### config.mk
export PLATFORM = sky130hd
export DESIGN_NAME = booth_radix4_multiplier
export DESIGN_NICKNAME = d
export VERILOG_FILES = /design/src/rtl/booth_pkg.sv /design/src/rtl/booth_r4_encoder.sv /design/src/rtl/booth_radix4_multiplier.sv
export SDC_FILE = /design/constraint.sdc
export NUM_CORES = 1
export LEC_CHECK = 0
export ABC_AREA = 1
export ABC_CLOCK_PERIOD_IN_PS = 6000
export CAP_MARGIN = 20
export CORE_UTILIZATION = 45
export CTS_BUF_LIST = sky130_fd_sc_hd__clkbuf_4 sky130_fd_sc_hd__clkbuf_8
export DETAILED_ROUTE_END_ITERATION = 10
export DONT_BUFFER_PORTS = 1
export SLEW_MARGIN = 5
export SYNTH_ARGS = -nofsm -noshare
export SYNTH_HDL_FRONTEND = slang
export SYNTH_SLANG_ARGS = --single-unit
### constraint.sdc
create_clock -name clock -period 6 [get_ports clock]
set_input_delay 1.5 -clock clock [delete_from_list [all_inputs] [get_ports clock]]
set_output_delay 1.5 -clock clock [all_outputs]
set_load 0.02 [all_outputs]
### src/rtl/booth_pkg.sv
// Shared types for the radix-4 Booth multiplier.
//   state_t       : sequencer states (S_IDLE, S_RUN, S_DONE)
//   booth_digit_t : recoded digit control {neg, one, two}
//   DIGIT_*       : control words for the digits 0, +1, +2, -1, -2
package booth_pkg;

    typedef enum logic [1:0] {
        S_IDLE,
        S_RUN,
        S_DONE
    } state_t;

    typedef struct packed {
        logic neg;
        logic one;
        logic two;
    } booth_digit_t;

    localparam booth_digit_t DIGIT_ZERO = '{neg: 1'b0, one: 1'b0, two: 1'b0};
    localparam booth_digit_t DIGIT_POS1 = '{neg: 1'b0, one: 1'b1, two: 1'b0};
    localparam booth_digit_t DIGIT_POS2 = '{neg: 1'b0, one: 1'b0, two: 1'b1};
    localparam booth_digit_t DIGIT_NEG1 = '{neg: 1'b1, one: 1'b1, two: 1'b0};
    localparam booth_digit_t DIGIT_NEG2 = '{neg: 1'b1, one: 1'b0, two: 1'b1};

endpackage

### src/rtl/booth_r4_encoder.sv
// Radix-4 Booth recoder: maps the multiplier triplet {Q[1], Q[0], q_prev}
// to a digit in {-2, -1, 0, +1, +2}.
//   triplet : input  3-bit window of the multiplier
//   digit   : output {neg, one, two} control for the partial product
module booth_r4_encoder
    import booth_pkg::*;
(
    input  logic [2:0]   triplet,
    output booth_digit_t digit
);

    always_comb begin
        digit = DIGIT_ZERO;
        case (triplet)
            3'b001, 3'b010: digit = DIGIT_POS1;
            3'b011:         digit = DIGIT_POS2;
            3'b100:         digit = DIGIT_NEG2;
            3'b101, 3'b110: digit = DIGIT_NEG1;
            default:        digit = DIGIT_ZERO;
        endcase
    end

endmodule

### src/rtl/booth_radix4_multiplier.sv
// Sequential radix-4 Booth multiplier with runtime signed/unsigned mode.
// Retires two multiplier bits per cycle; zero operands finish in one edge.
//   clock, reset : rising-edge clock, asynchronous active-high reset
//   start        : request, accepted when ready=1
//   signed_mode  : 1 = two's complement operands, 0 = unsigned
//   word1, word2 : multiplicand / multiplier, sampled on the accepting edge
//   ready        : a new start is accepted (S_IDLE or S_DONE)
//   busy         : iterating (S_RUN)
//   done         : product valid this cycle (S_DONE)
//   product      : 2*WIDTH-bit result, held until the next done
module booth_radix4_multiplier
    import booth_pkg::*;
#(
    parameter int WIDTH = 8
) (
    input  logic                 clock,
    input  logic                 reset,
    input  logic                 start,
    input  logic                 signed_mode,
    input  logic [WIDTH-1:0]     word1,
    input  logic [WIDTH-1:0]     word2,
    output logic                 ready,
    output logic                 busy,
    output logic                 done,
    output logic [2*WIDTH-1:0]   product
);

    localparam int ITER = WIDTH / 2 + 1;
    localparam int EW   = WIDTH + 2;
    localparam int AW   = 2 * WIDTH + 4;
    localparam int CW   = $clog2(ITER);
    localparam logic [CW-1:0] LAST = CW'(ITER - 1);

    state_t          state, state_next;
    logic [EW-1:0]   m_reg;
    logic [EW-1:0]   q_reg;
    logic            q_prev;
    logic [AW-1:0]   acc;
    logic [CW-1:0]   cnt;

    logic            accept;
    logic            zero_op;
    logic            last;
    logic [EW-1:0]   word1_ext;
    logic [EW-1:0]   word2_ext;
    booth_digit_t    digit;
    logic [AW-1:0]   m_wide;
    logic [AW-1:0]   pp_mag;
    logic [AW-1:0]   pp_signed;
    logic [AW-1:0]   acc_sum;

    // Two extra bits let -2^(W-1) (signed) and 2^W-1 (unsigned) share one datapath.
    assign word1_ext = {{2{signed_mode & word1[WIDTH-1]}}, word1};
    assign word2_ext = {{2{signed_mode & word2[WIDTH-1]}}, word2};
    assign zero_op   = (word1 == '0) || (word2 == '0);
    assign last      = (cnt == LAST);

    booth_r4_encoder u_encoder (
        .triplet ({q_reg[1:0], q_prev}),
        .digit   (digit)
    );

    // Shifted-operand form: the partial product is aligned by 4^cnt instead
    // of shifting the accumulator.
    always_comb begin
        m_wide    = {{(AW - EW){m_reg[EW-1]}}, m_reg};
        pp_mag    = '0;
        if (digit.two) begin
            pp_mag = m_wide << 1;
        end else if (digit.one) begin
            pp_mag = m_wide;
        end
        pp_signed = digit.neg ? (~pp_mag + 1'b1) : pp_mag;
        acc_sum   = acc + (pp_signed << {cnt, 1'b0});
    end

    always_ff @(posedge clock or posedge reset) begin
        if (reset) begin
            state <= S_IDLE;
        end else begin
            state <= state_next;
        end
    end

    always_comb begin
        state_next = state;
        ready      = 1'b0;
        busy       = 1'b0;
        done       = 1'b0;
        accept     = 1'b0;
        case (state)
            S_IDLE: begin
                ready = 1'b1;
                if (start) begin
                    accept     = 1'b1;
                    state_next = zero_op ? S_DONE : S_RUN;
                end
            end
            S_RUN: begin
                busy = 1'b1;
                if (last) begin
                    state_next = S_DONE;
                end
            end
            S_DONE: begin
                ready = 1'b1;
                done  = 1'b1;
                if (start) begin
                    accept     = 1'b1;
                    state_next = zero_op ? S_DONE : S_RUN;
                end else begin
                    state_next = S_IDLE;
                end
            end
            default: state_next = S_IDLE;
        endcase
    end

    always_ff @(posedge clock or posedge reset) begin
        if (reset) begin
            m_reg   <= '0;
            q_reg   <= '0;
            q_prev  <= 1'b0;
            acc     <= '0;
            cnt     <= '0;
            product <= '0;
        end else if (accept) begin
            m_reg  <= word1_ext;
            q_reg  <= word2_ext;
            q_prev <= 1'b0;
            acc    <= '0;
            cnt    <= '0;
            if (zero_op) begin
                product <= '0;
            end
        end else if (state == S_RUN) begin
            acc    <= acc_sum;
            q_reg  <= {{2{q_reg[EW-1]}}, q_reg[EW-1:2]};
            q_prev <= q_reg[1];
            cnt    <= cnt + 1'b1;
            if (last) begin
                product <= acc_sum[2*WIDTH-1:0];
            end
        end
    end

endmodule
# After elaboration in Yosys (flattened, before gate mapping)
# Cells that the tools add are included.
totals:
  regBits: 61
  in_bits: 20
  wordCells: 64
op_classes:
  add_sub_neg: 3
  eq_ne: 12
  shift: 1
  n_mux: 26
  bitwise: 3
  reduce_logical: 11
op_table:
  columns: ["op", "count"]
  rows:
  - ["20-bit two-way mux", 5]
  - ["16-bit two-way mux", 4]
  - ["20-bit by 1-bit adder with 20-bit output (second input constant)", 1]
  - ["20-bit adder", 1]
  - ["20-bit inverter", 1]
  - ["20-bit by 4-bit << shifter with 20-bit output", 1]
  - ["8-bit logical NOT", 2]
  - ["3-bit equality test (second input constant)", 4]
  - ["3-bit one-hot mux with 4 select lines", 1]
  - ["10-bit two-way mux", 1]
  - ["9-bit two-way mux", 1]
  - ["2-bit two-way mux", 4]
  - ["1-bit two-way mux", 7]
  - ["3-bit by 2-bit equality test with 1-bit output (second input constant)", 2]
  - ["3-bit two-way mux", 2]
  - ["2-bit one-hot mux with 3 select lines", 1]
  - ["2-bit OR reduction", 3]
  - ["2-bit inequality test (second input constant)", 2]
  - ["2-bit nonzero test", 2]
  - ["3-bit by 1-bit adder with 3-bit output (second input constant)", 1]
  - ["3-bit by 1-bit equality test with 1-bit output (second input constant)", 1]
  - ["3-bit AND reduction", 1]
  - ["1-bit AND", 2]
  - ["2-bit by 1-bit equality test with 1-bit output (second input constant)", 1]
  - ["5 further kinds", 5]

# Logic depth before layout (Yosys ltp)
logic_depth:
  depth_word: 13
  depth_mapped: 31
  depth_no_buf: 31

# Hierarchy
# A second synthesis with hierarchy kept.
unflattened:
  hier_cells: 541
  hier_area_um2: 3848.7
modules_own_cells:
  columns: ["mod", "instances", "cells_per_inst", "area_each_um2"]
  rows:
  - ["booth_radix4_multiplier", 1, 532, 3811.2]
  - ["booth_r4_encoder", 1, 9, 37.5]

# Worst setup path after synthesis
# Ideal clock, no wire load.
synth_path:
  path_kind: "register -> register"
  startpoint: "reg q_reg[0]"
  endpoint: "reg acc[15]"
  setup_ns: 0.118
  t_arrival_ns: 3.317
  t_required_ns: 5.882
  slack_ns: 2.564
  path_stages_with_launch: 28
  cell_sequence: "dfrtp_1 > nand2_2 > inv_2 > nor2_4 > nand2_1 > nand2_1 > inv_2 > ha_1 > a31oi_1 > xnor2_1 > o21ai_0 > o21ai_0 > nor2_1 > ha_1 > nand2_1 > a21oi_1 > nor3_1 > nand2_1 > nand2_1 > nand2_1 > a21oi_1 > o21ai_0 > nand2_1 > nor2_1 > nor2_1 > nand3_1 > nand4_1 > nand2_1"
synth_between:
  elab_chain_cells: 12
  elab_cells_between_ends: 18
synth_lines:
  columns: ["element", "line_no", "source"]
  rows:
  - ["start: declaration", "booth_radix4_multiplier.sv:36", "logic [EW-1:0] q_reg;"]
  - ["start signal: assignment", "booth_radix4_multiplier.sv:129", "q_reg <= word2_ext;"]
  - ["start signal: assignment", "booth_radix4_multiplier.sv:138", "q_reg <= {{2{q_reg[EW-1]}}, q_reg[EW-1:2]};"]
  - ["3-bit equality test (tied with other cells)", "booth_r4_encoder.sv:14", "case (triplet)"]
  - ["2-bit OR reduction", "booth_r4_encoder.sv:14", null]
  - ["3-bit one-hot mux with 4 select lines (*)", "booth_r4_encoder.sv:14", null]
  - ["20-bit two-way mux", "booth_radix4_multiplier.sv:70", "end else if (digit.one) begin"]
  - ["20-bit two-way mux", "booth_radix4_multiplier.sv:68", "if (digit.two) begin"]
  - ["20-bit inverter", "booth_radix4_multiplier.sv:73", "pp_signed = digit.neg ? (~pp_mag + 1'b1) : pp_mag;"]
  - ["20-bit by 1-bit adder with 20-bit output", "booth_radix4_multiplier.sv:73", null]
  - ["20-bit two-way mux (*)", "booth_radix4_multiplier.sv:73", null]
  - ["20-bit by 4-bit << shifter with 20-bit output (*)", "booth_radix4_multiplier.sv:74", "acc_sum = acc + (pp_signed << {cnt, 1'b0});"]
  - ["20-bit adder (*)", "booth_radix4_multiplier.sv:74", null]
  - ["20-bit two-way mux (*)", "booth_radix4_multiplier.sv:136", "end else if (state == S_RUN) begin"]
  - ["20-bit two-way mux (*)", "booth_radix4_multiplier.sv:127", "end else if (accept) begin"]
  - ["end signal: assignment", "booth_radix4_multiplier.sv:137", "acc <= acc_sum;"]
  - ["end: declaration", "booth_radix4_multiplier.sv:38", "logic [AW-1:0] acc;"]
# Mark *: on every way between the ends. The rest lies on a longest branch, timed or not. The select of a mux whose other input is x is not followed.
# A chain may end at the register's enable or synchronous reset.

# Worst setup path in the final report
layout_path:
  startpoint: "reg q_reg[0]"
  endpoint: "reg acc[13]"
# The elaborated chain is that of the path after synthesis.

==> results.cfg <==
[setup_path]
path_max_fanout = 10
reg2regPathDepth = 26
cp-endpoint = acc[13]
critPathLaunchType = flip-flop
startpoint = q_reg[0]
worst-r2r-setup-slack_ps = 1990
critPathMostFrequentCell = nand2_1
path_depth = 26
critical-path-top-delay-family = compound AO/OA/AOI/OAI gates
cp-end-kind = flip-flop
max_stage_delay_ps = 440
worst-setup-path-type = flip-flop to flip-flop
reg2reg_from = q_reg[0]
critPathBufInv = 2
arrival_ps = 4210
crit_path_top_delay_cell = ha_1
worstReg2RegEnd = acc[13]
worstPathRequired_ps = 6190

[job]
cap_violations = 0

[drt]
wl_met3_um = 491
wire_per_inst_um = 14.56
highest_layer = met4
drt-initial-drc-count = 174
drtAntennaViolNets = 0
wl_met1_mm = 4.569
wl_mm = 9.160
drc_errors = 0
dr.pass1.iters = 5
vias_per_cell = 5.401
wl_met2_mm = 4.044
num_vias = 3397

[clock_network]
cts_made_buffers = 9
cts_resized = 0
htree_levels = 3
hold_buffers = 0
cts_setup_buffers = 0
clk_path_buf_depth = 2
cts_root_buf = clkbuf_8
clock_latency_ps = 340
cts.sinks = 57
cts_tree = done
path_clk_slew_ps = 80

[synthesis]
syn_area_um2 = 3710
synth_cell_type_count = 37
async_flop_share_pct = 100.0
synth_edf_count = 0
ys_seq_area_share_pct = 38.45
ys.flop_type = dfrtp_1
synth.area.top_cells = dfrtp_1, nand2_1, o21ai_0, ha_1, nand3_1
synthTopCellsByCount = nand2_1, o21ai_0, dfrtp_1, inv_1, nor2_1
synthDominantCellAreaShare_pct = 38.45
synth_nets = 564
ys_seq_elements = 57
synth_area_leader_cell = dfrtp_1
yosys.cell_count.top_type = nand2_1
synth_area_per_cell_um2 = 7.080
synth_cells = 524
ys.warnings.count = 0

[placement]
dpl.hpwl_mm = 6.587
io_buffers = 0
routabilityCongestion = 0.8954

[sta]
relSlewSlack_pct = 44.97
fin_crit_sh_pct = 66.89
hold_viol = 0
slew_violations = 0
max_freq_mhz = 249.2
worst_slew_pin_slew_ps = 820.3
period_minus_slack_ps = 4013
setup_viol = 0
finalClockSkew_ps = 11.37
rsz0062_at_grt = no
setup_tns_ps = 0

[layout]
insertedDiodeCount = 0
fin_nets = 562
area_growth_pct = 8.330
drive_gt1_share_pct = 7.590
final_util_pct = 51.21

[floorplanning]
die_width_um = 92.80
io_pins = 39
die_height_um = 92.80
core-area_um2 = 7848
dieArea_um2 = 8611
start_util_pct = 47.27
rows = 32

[global_route]
gr-usage-all-layers_pct = 23.31
grt_pass1_vias = 3211
grt_pass1_wl_mm = 15.73
overflow = 0
grt_max_degree = 58
antenna_found_initial = 0

[hold_path]
hp-class = flip-flop to flip-flop

[run_status]
status = finished clean
metal layers:
| metal | vias up | global-route usage, % |
|---|---|---|
| li1 | 1738 | - |
| met4 | 0 | 6.795 |
| met2 | 80 | 34.93 |
| met1 | 1570 | 33.09 |
| met3 | 9 | 5.911 |
| met5 | - | 0 |
kinds of logic after synthesis:
| kind of cell | after synthesis | share of synthesized area [%] |
|---|---|---|
| buffers and inverters | 60 | 6.206 |
| adder cells (fa/ha/maj) | 20 | 6.948 |
| multiplexers | 1 | 0.2698 |
| AO/OA/AOI/OAI | 115 | 16.80 |
| AND/OR/NAND/NOR | 266 | 30.15 |
| XOR/XNOR | 5 | 1.181 |
| flip-flops | 57 | 38.45 |
how the worst min path moves through the flow:
stage	from	to	slack (ps)	cells past startpoint
after floorplan	q_reg[8]	q_reg[8]	450	2
after global placement	q_reg[6]	q_reg[6]	470	2
after detailed placement	q_reg[8]	q_reg[8]	470	2
after CTS	q_reg[8]	q_reg[8]	490	2
after global routing	acc[14]	acc[14]	530	2
final	q_reg[6]	q_reg[6]	490	2
layout make-up:
class                   count  area, µm²
fillers                   818       3829
multi-input cells         407       2053
repair buffers              2      15.01
clock buffers              10      137.6
clock inverters             6      90.09
inverters                  45      168.9
well taps                 102      127.6
flip-flops and latches     57       1426
layout by cell type, fill, tap and decap left out, drive strengths merged:
cell type	netlist	layout
nand2	180	180
nor3	5	5
o31ai	1	1
inv	42	43
mux2i	1	1
o21a	2	2
a31oi	2	2
fa	1	1
o21bai	1	1
nand4	4	4
nor2	38	38
clkbuf	9	10
a311o	1	1
nand3	35	35
o21ai	66	66
o22ai	6	6
dfrtp	57	57
clkinvlp	0	1
buf	6	2
a32o	1	1
o211ai	1	1
xnor2	3	3
nor4	3	3
ha	19	19
bufinv	0	2
clkinv	3	5
a21oi	33	33
o2111ai	1	1
or2	1	1
xor2	2	2
metrics by stage:
step	hold WS [ps]	cells	worst slack, ps	area, µm²
after global placement	473.3	613	2160	3791
after CTS	493.4	629	1992	4019
final	493.1	629	1987	4019
after detailed placement	471.0	613	2036	3791
after floorplan	449.2	524	2564	3710
after global routing	526.0	629	1382	4019
worst min-delay path, delay by kind of cell, from the launching register on:
kind	cells	cell delay [ps]
flops	1	350
simple gates	2	110
Power is not shown: default switching activity piles up to over one toggle a cycle in this logic, so the estimate is an artifact.
